**src/rtl/ft2232_pkt_engine_if.sv**
```systemverilog
// FIFO-side signals of the FT2232 packet engine.
// master: the engine (pops IN FIFO, pushes OUT FIFO); slave: the FIFO side.
interface ft2232_pkt_engine_if;
  logic       rd_in_fifo_en_o;
  logic [7:0] rd_in_fifo_data_i;
  logic       rd_in_fifo_empty_i;
  logic       wr_out_fifo_en_o;
  logic [7:0] wr_out_fifo_data_o;
  logic       wr_out_fifo_full_i;
  logic       wr_out_fifo_afull_i;

  modport master (
    output rd_in_fifo_en_o,
    input  rd_in_fifo_data_i,
    input  rd_in_fifo_empty_i,
    output wr_out_fifo_en_o,
    output wr_out_fifo_data_o,
    input  wr_out_fifo_full_i,
    input  wr_out_fifo_afull_i
  );

  modport slave (
    input  rd_in_fifo_en_o,
    output rd_in_fifo_data_i,
    output rd_in_fifo_empty_i,
    input  wr_out_fifo_en_o,
    input  wr_out_fifo_data_o,
    output wr_out_fifo_full_i,
    output wr_out_fifo_afull_i
  );
endinterface

```
**src/rtl/ft2232_pkt_engine.sv**
```systemverilog
// FT2232 packet engine: frames host bytes (SYNC CMD LEN payload CHK),
// executes PING/ECHO and pushes a framed response into the OUT FIFO.
// Optional packet statistics counters are built when PKT_STATS_EN is defined.
module ft2232_pkt_engine #(
  parameter int unsigned MAX_PAYLOAD = 16,
  parameter logic [7:0]  SYNC_BYTE   = 8'hA5
) (
  input  logic                clk_i,
  input  logic                reset_i,
  ft2232_pkt_engine_if.master fifo,
  output logic                busy_o
`ifdef PKT_STATS_EN
  ,
  output logic [15:0]         pkt_ok_count_o,
  output logic [15:0]         pkt_err_count_o
`endif
);

  localparam int unsigned AW      = (MAX_PAYLOAD > 1) ? $clog2(MAX_PAYLOAD) : 1;
  localparam logic [7:0]  MAX_LEN = 8'(MAX_PAYLOAD);

  typedef enum logic [3:0] {
    ST_HUNT, ST_CMD, ST_LEN, ST_PAYLOAD, ST_CHK,
    ST_TX_SYNC, ST_TX_CMD, ST_TX_LEN, ST_TX_DATA, ST_TX_CHK
  } state_e;

  state_e     state_q, state_d;
  logic       vld_q, vld_d;
  logic [7:0] cmd_q, cmd_d, len_q, len_d, sum_q, sum_d;
  logic [7:0] rx_cnt_q, rx_cnt_d, req_cnt_q, req_cnt_d;
  logic [7:0] rcmd_q, rcmd_d, rlen_q, rlen_d, tsum_q, tsum_d, tx_cnt_q, tx_cnt_d;

  logic [7:0]    pay_mem [MAX_PAYLOAD];
  logic          mem_we;
  logic [AW-1:0] mem_wa;
  logic [7:0]    mem_wd;

  logic       rx_state, pop_ok, pop, push;
  logic [7:0] rx_byte, tx_byte;

  assign rx_byte                 = fifo.rd_in_fifo_data_i;
  assign fifo.rd_in_fifo_en_o    = pop;
  assign fifo.wr_out_fifo_en_o   = push;
  assign fifo.wr_out_fifo_data_o = tx_byte;
  assign busy_o                  = (state_q != ST_HUNT);

  // Pop/push qualification and the byte offered to the OUT FIFO
  always_comb begin
    rx_state = (state_q == ST_HUNT) || (state_q == ST_CMD) || (state_q == ST_LEN) ||
               (state_q == ST_PAYLOAD) || (state_q == ST_CHK);
    // Header/CHK fields keep at most one byte in flight; payload streams
    // until the last byte has been requested.
    if (state_q == ST_PAYLOAD) pop_ok = (req_cnt_q < len_q);
    else                       pop_ok = rx_state && !vld_q;
    pop  = pop_ok && !fifo.rd_in_fifo_empty_i && !reset_i;
    push = !rx_state && !fifo.wr_out_fifo_afull_i && !fifo.wr_out_fifo_full_i;
    case (state_q)
      ST_TX_SYNC: tx_byte = SYNC_BYTE;
      ST_TX_CMD:  tx_byte = rcmd_q;
      ST_TX_LEN:  tx_byte = rlen_q;
      ST_TX_DATA: tx_byte = pay_mem[tx_cnt_q[AW-1:0]];
      ST_TX_CHK:  tx_byte = tsum_q;
      default:    tx_byte = '0;
    endcase
  end

  // Next-state and datapath decisions for receive and response framing
  always_comb begin
    state_d   = state_q;
    vld_d     = pop;
    cmd_d     = cmd_q;
    len_d     = len_q;
    sum_d     = sum_q;
    rx_cnt_d  = rx_cnt_q;
    req_cnt_d = req_cnt_q;
    rcmd_d    = rcmd_q;
    rlen_d    = rlen_q;
    tsum_d    = tsum_q;
    tx_cnt_d  = tx_cnt_q;
    mem_we    = 1'b0;
    mem_wa    = '0;
    mem_wd    = rx_byte;
    case (state_q)
      ST_HUNT: if (vld_q && rx_byte == SYNC_BYTE) state_d = ST_CMD;
      ST_CMD: if (vld_q) begin
        cmd_d   = rx_byte;
        sum_d   = rx_byte;
        state_d = ST_LEN;
      end
      ST_LEN: if (vld_q) begin
        len_d     = rx_byte;
        sum_d     = sum_q + rx_byte;
        rx_cnt_d  = '0;
        req_cnt_d = '0;
        if (rx_byte > MAX_LEN)      state_d = ST_HUNT;
        else if (rx_byte == 8'd0)   state_d = ST_CHK;
        else                        state_d = ST_PAYLOAD;
      end
      ST_PAYLOAD: begin
        if (pop) req_cnt_d = req_cnt_q + 8'd1;
        if (vld_q) begin
          mem_we   = 1'b1;
          mem_wa   = rx_cnt_q[AW-1:0];
          sum_d    = sum_q + rx_byte;
          rx_cnt_d = rx_cnt_q + 8'd1;
          if (rx_cnt_q == len_q - 8'd1) state_d = ST_CHK;
        end
      end
      ST_CHK: if (vld_q) begin
        state_d  = ST_TX_SYNC;
        tx_cnt_d = '0;
        if (rx_byte != sum_q) begin
          rcmd_d = 8'hFE;
          rlen_d = 8'd0;
        end else if (cmd_q == 8'h02) begin
          rcmd_d = 8'h82;
          rlen_d = 8'd0;
        end else if (cmd_q == 8'h01) begin
          rcmd_d = 8'h81;
          rlen_d = len_q;
        end else begin
          // The NAK_CMD echo byte goes through the payload buffer so that
          // TX_DATA has a single source.
          rcmd_d = 8'hFF;
          rlen_d = 8'd1;
          mem_we = 1'b1;
          mem_wa = '0;
          mem_wd = cmd_q;
        end
        tsum_d = rcmd_d + rlen_d;
      end
      ST_TX_SYNC: if (push) state_d = ST_TX_CMD;
      ST_TX_CMD:  if (push) state_d = ST_TX_LEN;
      ST_TX_LEN:  if (push) state_d = (rlen_q == 8'd0) ? ST_TX_CHK : ST_TX_DATA;
      ST_TX_DATA: if (push) begin
        tsum_d   = tsum_q + tx_byte;
        tx_cnt_d = tx_cnt_q + 8'd1;
        if (tx_cnt_q == rlen_q - 8'd1) state_d = ST_TX_CHK;
      end
      ST_TX_CHK:  if (push) state_d = ST_HUNT;
      default:    state_d = ST_HUNT;
    endcase
  end

  // Engine state registers
  always_ff @(posedge clk_i or posedge reset_i) begin
    if (reset_i) begin
      state_q   <= ST_HUNT;
      vld_q     <= 1'b0;
      cmd_q     <= '0;
      len_q     <= '0;
      sum_q     <= '0;
      rx_cnt_q  <= '0;
      req_cnt_q <= '0;
      rcmd_q    <= '0;
      rlen_q    <= '0;
      tsum_q    <= '0;
      tx_cnt_q  <= '0;
    end else begin
      state_q   <= state_d;
      vld_q     <= vld_d;
      cmd_q     <= cmd_d;
      len_q     <= len_d;
      sum_q     <= sum_d;
      rx_cnt_q  <= rx_cnt_d;
      req_cnt_q <= req_cnt_d;
      rcmd_q    <= rcmd_d;
      rlen_q    <= rlen_d;
      tsum_q    <= tsum_d;
      tx_cnt_q  <= tx_cnt_d;
    end
  end

  // Payload buffer; contents are don't-care after reset
  always_ff @(posedge clk_i) begin
    if (mem_we) pay_mem[mem_wa] <= mem_wd;
  end

`ifdef PKT_STATS_EN
  logic [15:0] ok_cnt_q, ok_cnt_d, err_cnt_q, err_cnt_d;
  logic        resp_ok, resp_err;

  // Classify finished requests and step the saturating counters
  always_comb begin
    resp_ok  = vld_q && (state_q == ST_CHK) && (rx_byte == sum_q) &&
               ((cmd_q == 8'h01) || (cmd_q == 8'h02));
    resp_err = vld_q && (((state_q == ST_CHK) && !resp_ok) ||
                         ((state_q == ST_LEN) && (rx_byte > MAX_LEN)));
    ok_cnt_d  = ok_cnt_q;
    err_cnt_d = err_cnt_q;
    if (resp_ok  && ok_cnt_q  != '1) ok_cnt_d  = ok_cnt_q  + 16'd1;
    if (resp_err && err_cnt_q != '1) err_cnt_d = err_cnt_q + 16'd1;
  end

  // Statistics registers
  always_ff @(posedge clk_i or posedge reset_i) begin
    if (reset_i) begin
      ok_cnt_q  <= '0;
      err_cnt_q <= '0;
    end else begin
      ok_cnt_q  <= ok_cnt_d;
      err_cnt_q <= err_cnt_d;
    end
  end

  assign pkt_ok_count_o  = ok_cnt_q;
  assign pkt_err_count_o = err_cnt_q;
`endif

endmodule

```
**src/flat_wrapper.sv**
```systemverilog
// flat-port wrapper written by rule: the top's interface ports become plain ports
module ft2232_pkt_engine_flat 
#(
  parameter int unsigned MAX_PAYLOAD = 16,
  parameter logic [7:0]  SYNC_BYTE   = 8'hA5
)
  (clk_i, reset_i, busy_o, fifo_rd_in_fifo_en_o, fifo_rd_in_fifo_data_i, fifo_rd_in_fifo_empty_i, fifo_wr_out_fifo_en_o, fifo_wr_out_fifo_data_o, fifo_wr_out_fifo_full_i, fifo_wr_out_fifo_afull_i);
  ft2232_pkt_engine_if fifo_i ();
  input  logic clk_i;
  input  logic reset_i;
  output logic busy_o;
  output wire logic [$bits(fifo_i.rd_in_fifo_en_o)-1:0] fifo_rd_in_fifo_en_o;
  input wire logic [$bits(fifo_i.rd_in_fifo_data_i)-1:0] fifo_rd_in_fifo_data_i;
  input wire logic [$bits(fifo_i.rd_in_fifo_empty_i)-1:0] fifo_rd_in_fifo_empty_i;
  output wire logic [$bits(fifo_i.wr_out_fifo_en_o)-1:0] fifo_wr_out_fifo_en_o;
  output wire logic [$bits(fifo_i.wr_out_fifo_data_o)-1:0] fifo_wr_out_fifo_data_o;
  input wire logic [$bits(fifo_i.wr_out_fifo_full_i)-1:0] fifo_wr_out_fifo_full_i;
  input wire logic [$bits(fifo_i.wr_out_fifo_afull_i)-1:0] fifo_wr_out_fifo_afull_i;
  assign fifo_rd_in_fifo_en_o = fifo_i.rd_in_fifo_en_o;
  assign fifo_i.rd_in_fifo_data_i = fifo_rd_in_fifo_data_i;
  assign fifo_i.rd_in_fifo_empty_i = fifo_rd_in_fifo_empty_i;
  assign fifo_wr_out_fifo_en_o = fifo_i.wr_out_fifo_en_o;
  assign fifo_wr_out_fifo_data_o = fifo_i.wr_out_fifo_data_o;
  assign fifo_i.wr_out_fifo_full_i = fifo_wr_out_fifo_full_i;
  assign fifo_i.wr_out_fifo_afull_i = fifo_wr_out_fifo_afull_i;
  ft2232_pkt_engine #(.MAX_PAYLOAD(MAX_PAYLOAD), .SYNC_BYTE(SYNC_BYTE)) u_core (.clk_i(clk_i), .reset_i(reset_i), .fifo(fifo_i), .busy_o(busy_o));
endmodule
```
**config.mk**
```make
export PLATFORM = sky130hd
export DESIGN_NAME = ft2232_pkt_engine_flat
export DESIGN_NICKNAME = d
export VERILOG_FILES = /design/src/rtl/ft2232_pkt_engine_if.sv /design/src/rtl/ft2232_pkt_engine.sv /design/src/flat_wrapper.sv
export SDC_FILE = /design/constraint.sdc
export NUM_CORES = 1
export LEC_CHECK = 0
export CAP_MARGIN = 10
export CORE_UTILIZATION = 45
export CTS_BUF_LIST = sky130_fd_sc_hd__clkbuf_4 sky130_fd_sc_hd__clkbuf_8
export CTS_CLUSTER_SIZE = 30
export DETAILED_ROUTE_END_ITERATION = 7
export HOLD_SLACK_MARGIN = 0.08
export SLEW_MARGIN = 40
export SYNTH_ARGS = -nofsm -noshare
export SYNTH_HDL_FRONTEND = slang
export SYNTH_SLANG_ARGS = --single-unit
```
**constraint.sdc**
```tcl
create_clock -name clk_i -period 9.95 [get_ports clk_i]
set_clock_uncertainty 0.05 [all_clocks]
set_input_delay 0.995 -clock clk_i [delete_from_list [all_inputs] [get_ports clk_i]]
set_output_delay 0.995 -clock clk_i [all_outputs]
set_load 0.1 [all_outputs]
```
==> out/results.tsv <==
stage	metric	value	unit
cells_and_area	nFillCells	1950	
route	drtAntennaViolNets	0	
clock_network	cts_buffer_depth	3	
sta	fmax	222	MHz
synth	async_reset_ff_share	36.3	%
die	dieWidth	153	um
setup_path	crit_end	u_core.tsum_q[7]$_DFFE_PP0P_	
global_route	grt_usage	22.6	%
synth	syn_avg_cell_area	12.3	um2
die	start_util	45.7	%
cells_and_area	fin_cells	1179	
synth	synth_area_leaders	edfxtp_1 37%, dfrtp_1 18%, mux4_2 7.6%	
setup_path	cp_max_fo	22	
global_route	grt_pass1_wl	40700	um
setup_path	cp-end-kind	flip-flop	
place	dpl.cell_count	1114	
setup_path	crit_start	u_core.tx_cnt_q[1]$_DFFE_PP0P_	
sta	tightest_slew	0.826	ns
sta	rsz0062_at_grt	no	
synth	synth_top_cell_by_area	edfxtp_1	
sta	hold_viol	0	
synth	syn_inst	837	
worst_hold_path	hold_class	reg -> reg	
power	power.density	245	mW/mm2
cells_and_area	diodes	0	
clock_network	numCtsBuffers	36	
setup_path	r2r-end	u_core.tsum_q[7]$_DFFE_PP0P_	
die	rows	55	
place	port_buffers	23	
global_route	grt_overflow	0	
synth	synth_flop_cell	edfxtp_1	
cells_and_area	postLayoutCellArea	0.0115	mm2
clock_network	cts_setup_buffers	0	
setup_path	cp-start-kind	flip-flop	
synth	synthDominantCellAreaShare	37.3	%
place	dpl.hpwl	17400	um
route	route.detailed.drc	0	
cells_and_area	multi_input_area	0.00438	mm2
global_route	first_global_vias	7010	
sta	period_share	45.3	%
sta	min_period	4.51	ns
cells_and_area	area_growth	11.7	%
outcome	status	complete, no violations	
cells_and_area	layout-drive-gt1-share	18.5	%
die	ioPinCount	24	
route	vias	6897	
route	drt-initial-drc-count	507	
place	placed_area	0.0108	mm2
synth	syn_nets	886	
setup_path	r2r_start	u_core.tx_cnt_q[1]$_DFFE_PP0P_	
route	wl_per_cell	21.5	um
setup_path	worstRegToRegCells	13	
route	vias_per_cell	5.85	
power	ir_worst_vdd	0.178	mV
cells_and_area	regArea	0.00567	mm2
clock_network	cts.sinks	201	
cells_and_area	nets	916	
clock_network	htreeDepth	2	
setup_path	crit_type	reg -> reg	
synth	yosysSeqAreaShare	55.0	%
power	p_leak	4.32	nW
clock_network	clkLatencyLatePin	0.55	ns
setup_path	worst_ep_arrival_time	4.87	ns
die	placeableCoreArea	0.0226	mm2
clock_network	cts_hold_buffers	0	
sta	tns	0	ns
clock_network	cts_tree	done	
sta	setup_viol	0	
global_route	antenna_found_initial	0	
job	drv_cap	0	
route	dr.pass1.iters	6	
synth	ys_warn_count	0	
sta	slew_violations	0	
setup_path	required	10.31	ns
setup_path	r2r_setup_slack	5.44	ns
place	gp_congestion	0.939	
die	dieHeight	153	um
clock_network	path_clk_slew	0.06	ns
clock_network	cts_root_buffer	clkbuf_8	
synth	ys_seq_elements	201	
clock_network	cts_resized	0	
synth	synth-edff-count	128	
sta	max-slew-margin-rel	44.8	%
die	die-area	0.0235	mm2
synth	synthesis.area	0.0103	mm2
route	routed_wl	25400	um
synth	synth_cell_types	75	
global_route	grt_max_degree	74	
-- worst min-delay path by stage --
| stage | startpoint | endpoint | slack (ns) | depth (start not counted) |
|---|---|---|---|---|
| 2_1_floorplan | u_core.rcmd_q[7]$_DFFE_PP0P_ | u_core.rcmd_q[7]$_DFFE_PP0P_ | 0.39 | 1 |
| 3_3_place_gp | u_core.sum_q[2]$_DFFE_PP0P_ | u_core.sum_q[2]$_DFFE_PP0P_ | 0.42 | 2 |
| 3_5_place_dp | u_core.sum_q[5]$_DFFE_PP0P_ | u_core.sum_q[5]$_DFFE_PP0P_ | 0.43 | 2 |
| 4_1_cts | u_core.sum_q[5]$_DFFE_PP0P_ | u_core.sum_q[5]$_DFFE_PP0P_ | 0.44 | 2 |
| 5_1_grt | u_core.sum_q[4]$_DFFE_PP0P_ | u_core.sum_q[4]$_DFFE_PP0P_ | 0.47 | 2 |
| 6_report | u_core.sum_q[4]$_DFFE_PP0P_ | u_core.sum_q[4]$_DFFE_PP0P_ | 0.43 | 2 |
-- state kept, by name, indices dropped and copies added (netlist names) --
| register | cells |
|---|---|
| u_core.pay_mem | 128 |
| u_core.cmd_q | 8 |
| u_core.len_q | 8 |
| u_core.req_cnt_q | 8 |
| u_core.rlen_q | 8 |
| u_core.rx_cnt_q | 8 |
| u_core.sum_q | 8 |
| u_core.tsum_q | 8 |
| u_core.tx_cnt_q | 8 |
| u_core.rcmd_q | 4 |
| u_core.state_q | 4 |
| u_core.vld_q | 1 |
-- metal layers --
layer | global-route usage, % | up-vias | wire [um]
li1 | - | 3210 | -
met1 | 31.0 | 3423 | 11400
met2 | 36.7 | 222 | 12000
met3 | 3.69 | 42 | 1300
met4 | 7.67 | 0 | 663
met5 | 0 | - | 0
-- layout make-up --
type | count | share of cell area, %
Clock inverter | 13 | 0.967
Tap cell | 285 | 3.10
Multi-Input combinational cell | 566 | 38.1
Inverter | 30 | 0.978
Clock buffer | 52 | 5.51
Sequential cell | 201 | 49.3
Timing Repair Buffer | 32 | 2.14
-- cell families after synthesis --
family	after synthesis	synth area share (%)
xor gates and xnor gates	40	3.40
DFF	201	55.0
buffers and inverters	70	2.79
AOI/OAI and AO/OA	175	11.3
adders and majority gates	36	4.59
and+or+nand+nor	247	11.6
muxes	68	11.3
-- cells in the final DEF (no fill, tap or decap), types with 28 or more instances in the layout --
cell / synthesis / layout
a21oi_1: 37 / 37
clkbuf_8: 0 / 39
dfrtp_1: 73 / 72
edfxtp_1: 128 / 128
ha_1: 33 / 33
mux4_2: 35 / 35
nand2_1: 77 / 77
nand3_1: 28 / 28
nor2_1: 62 / 53
o21ai_0: 41 / 41
-- through the flow --
stage	total power [W]	setup slack [ns]	util, %	hold slack [ns]
6_report	0.00282	5.44	51.0	0.434
5_1_grt	0.00298	5.16	51.0	0.469
4_1_cts	0.00283	5.39	50.9	0.438
3_5_place_dp	0.00202	5.01	47.6	0.426
3_3_place_gp	0.00202	5.16	47.8	0.421
2_1_floorplan	0.00180	5.55	-	0.385
-- Yosys cell counts (all sizes together) (2+ instances only) --
cell type and number:
a22oi 4, mux4 36, nor4 4, o21ai 60, xor2 14, nand3b 3, o211ai 9, o31ai 8
clkbuf 25, a21oi 38, a31oi 6, nand4 5, nand3 28, edfxtp 128, o21a 2, mux2i 12
o22ai 2, or4 6, nor2b 11, o41ai 5, nor3 21, o311ai 2, or2 2, ha 33
a221oi 3, dfrtp 73, or3 4, nor2 65, mux2 20, and3 6, a21o 12, buf 15
inv 30, a22o 9, nand2 77, fa 3, nand2b 9, xnor2 26, a211oi 4
-- power breakdown --
group          internal, W  total [W]  switching, W
Clock             0.000442   0.000797      0.000355
Sequential        0.000987    0.00115      0.000162
Combinational     0.000336   0.000869      0.000533
Total              0.00176    0.00282       0.00105
-- worst max-delay path: stages (launching register included) --
cell,delay [ns]
dfrtp_1,0.75
buf_4,0.44
mux4_2,0.36
mux4_2,0.52
a221oi_2,0.43
inv_2,0.07
ha_1,0.29
a21o_1,0.19
a211oi_1,0.23
nor2_1,0.09
o41ai_1,0.36
xor2_1,0.21
mux2i_1,0.23
o221ai_1,0.14
No activity file was read; power rests on OpenSTA's default activity.
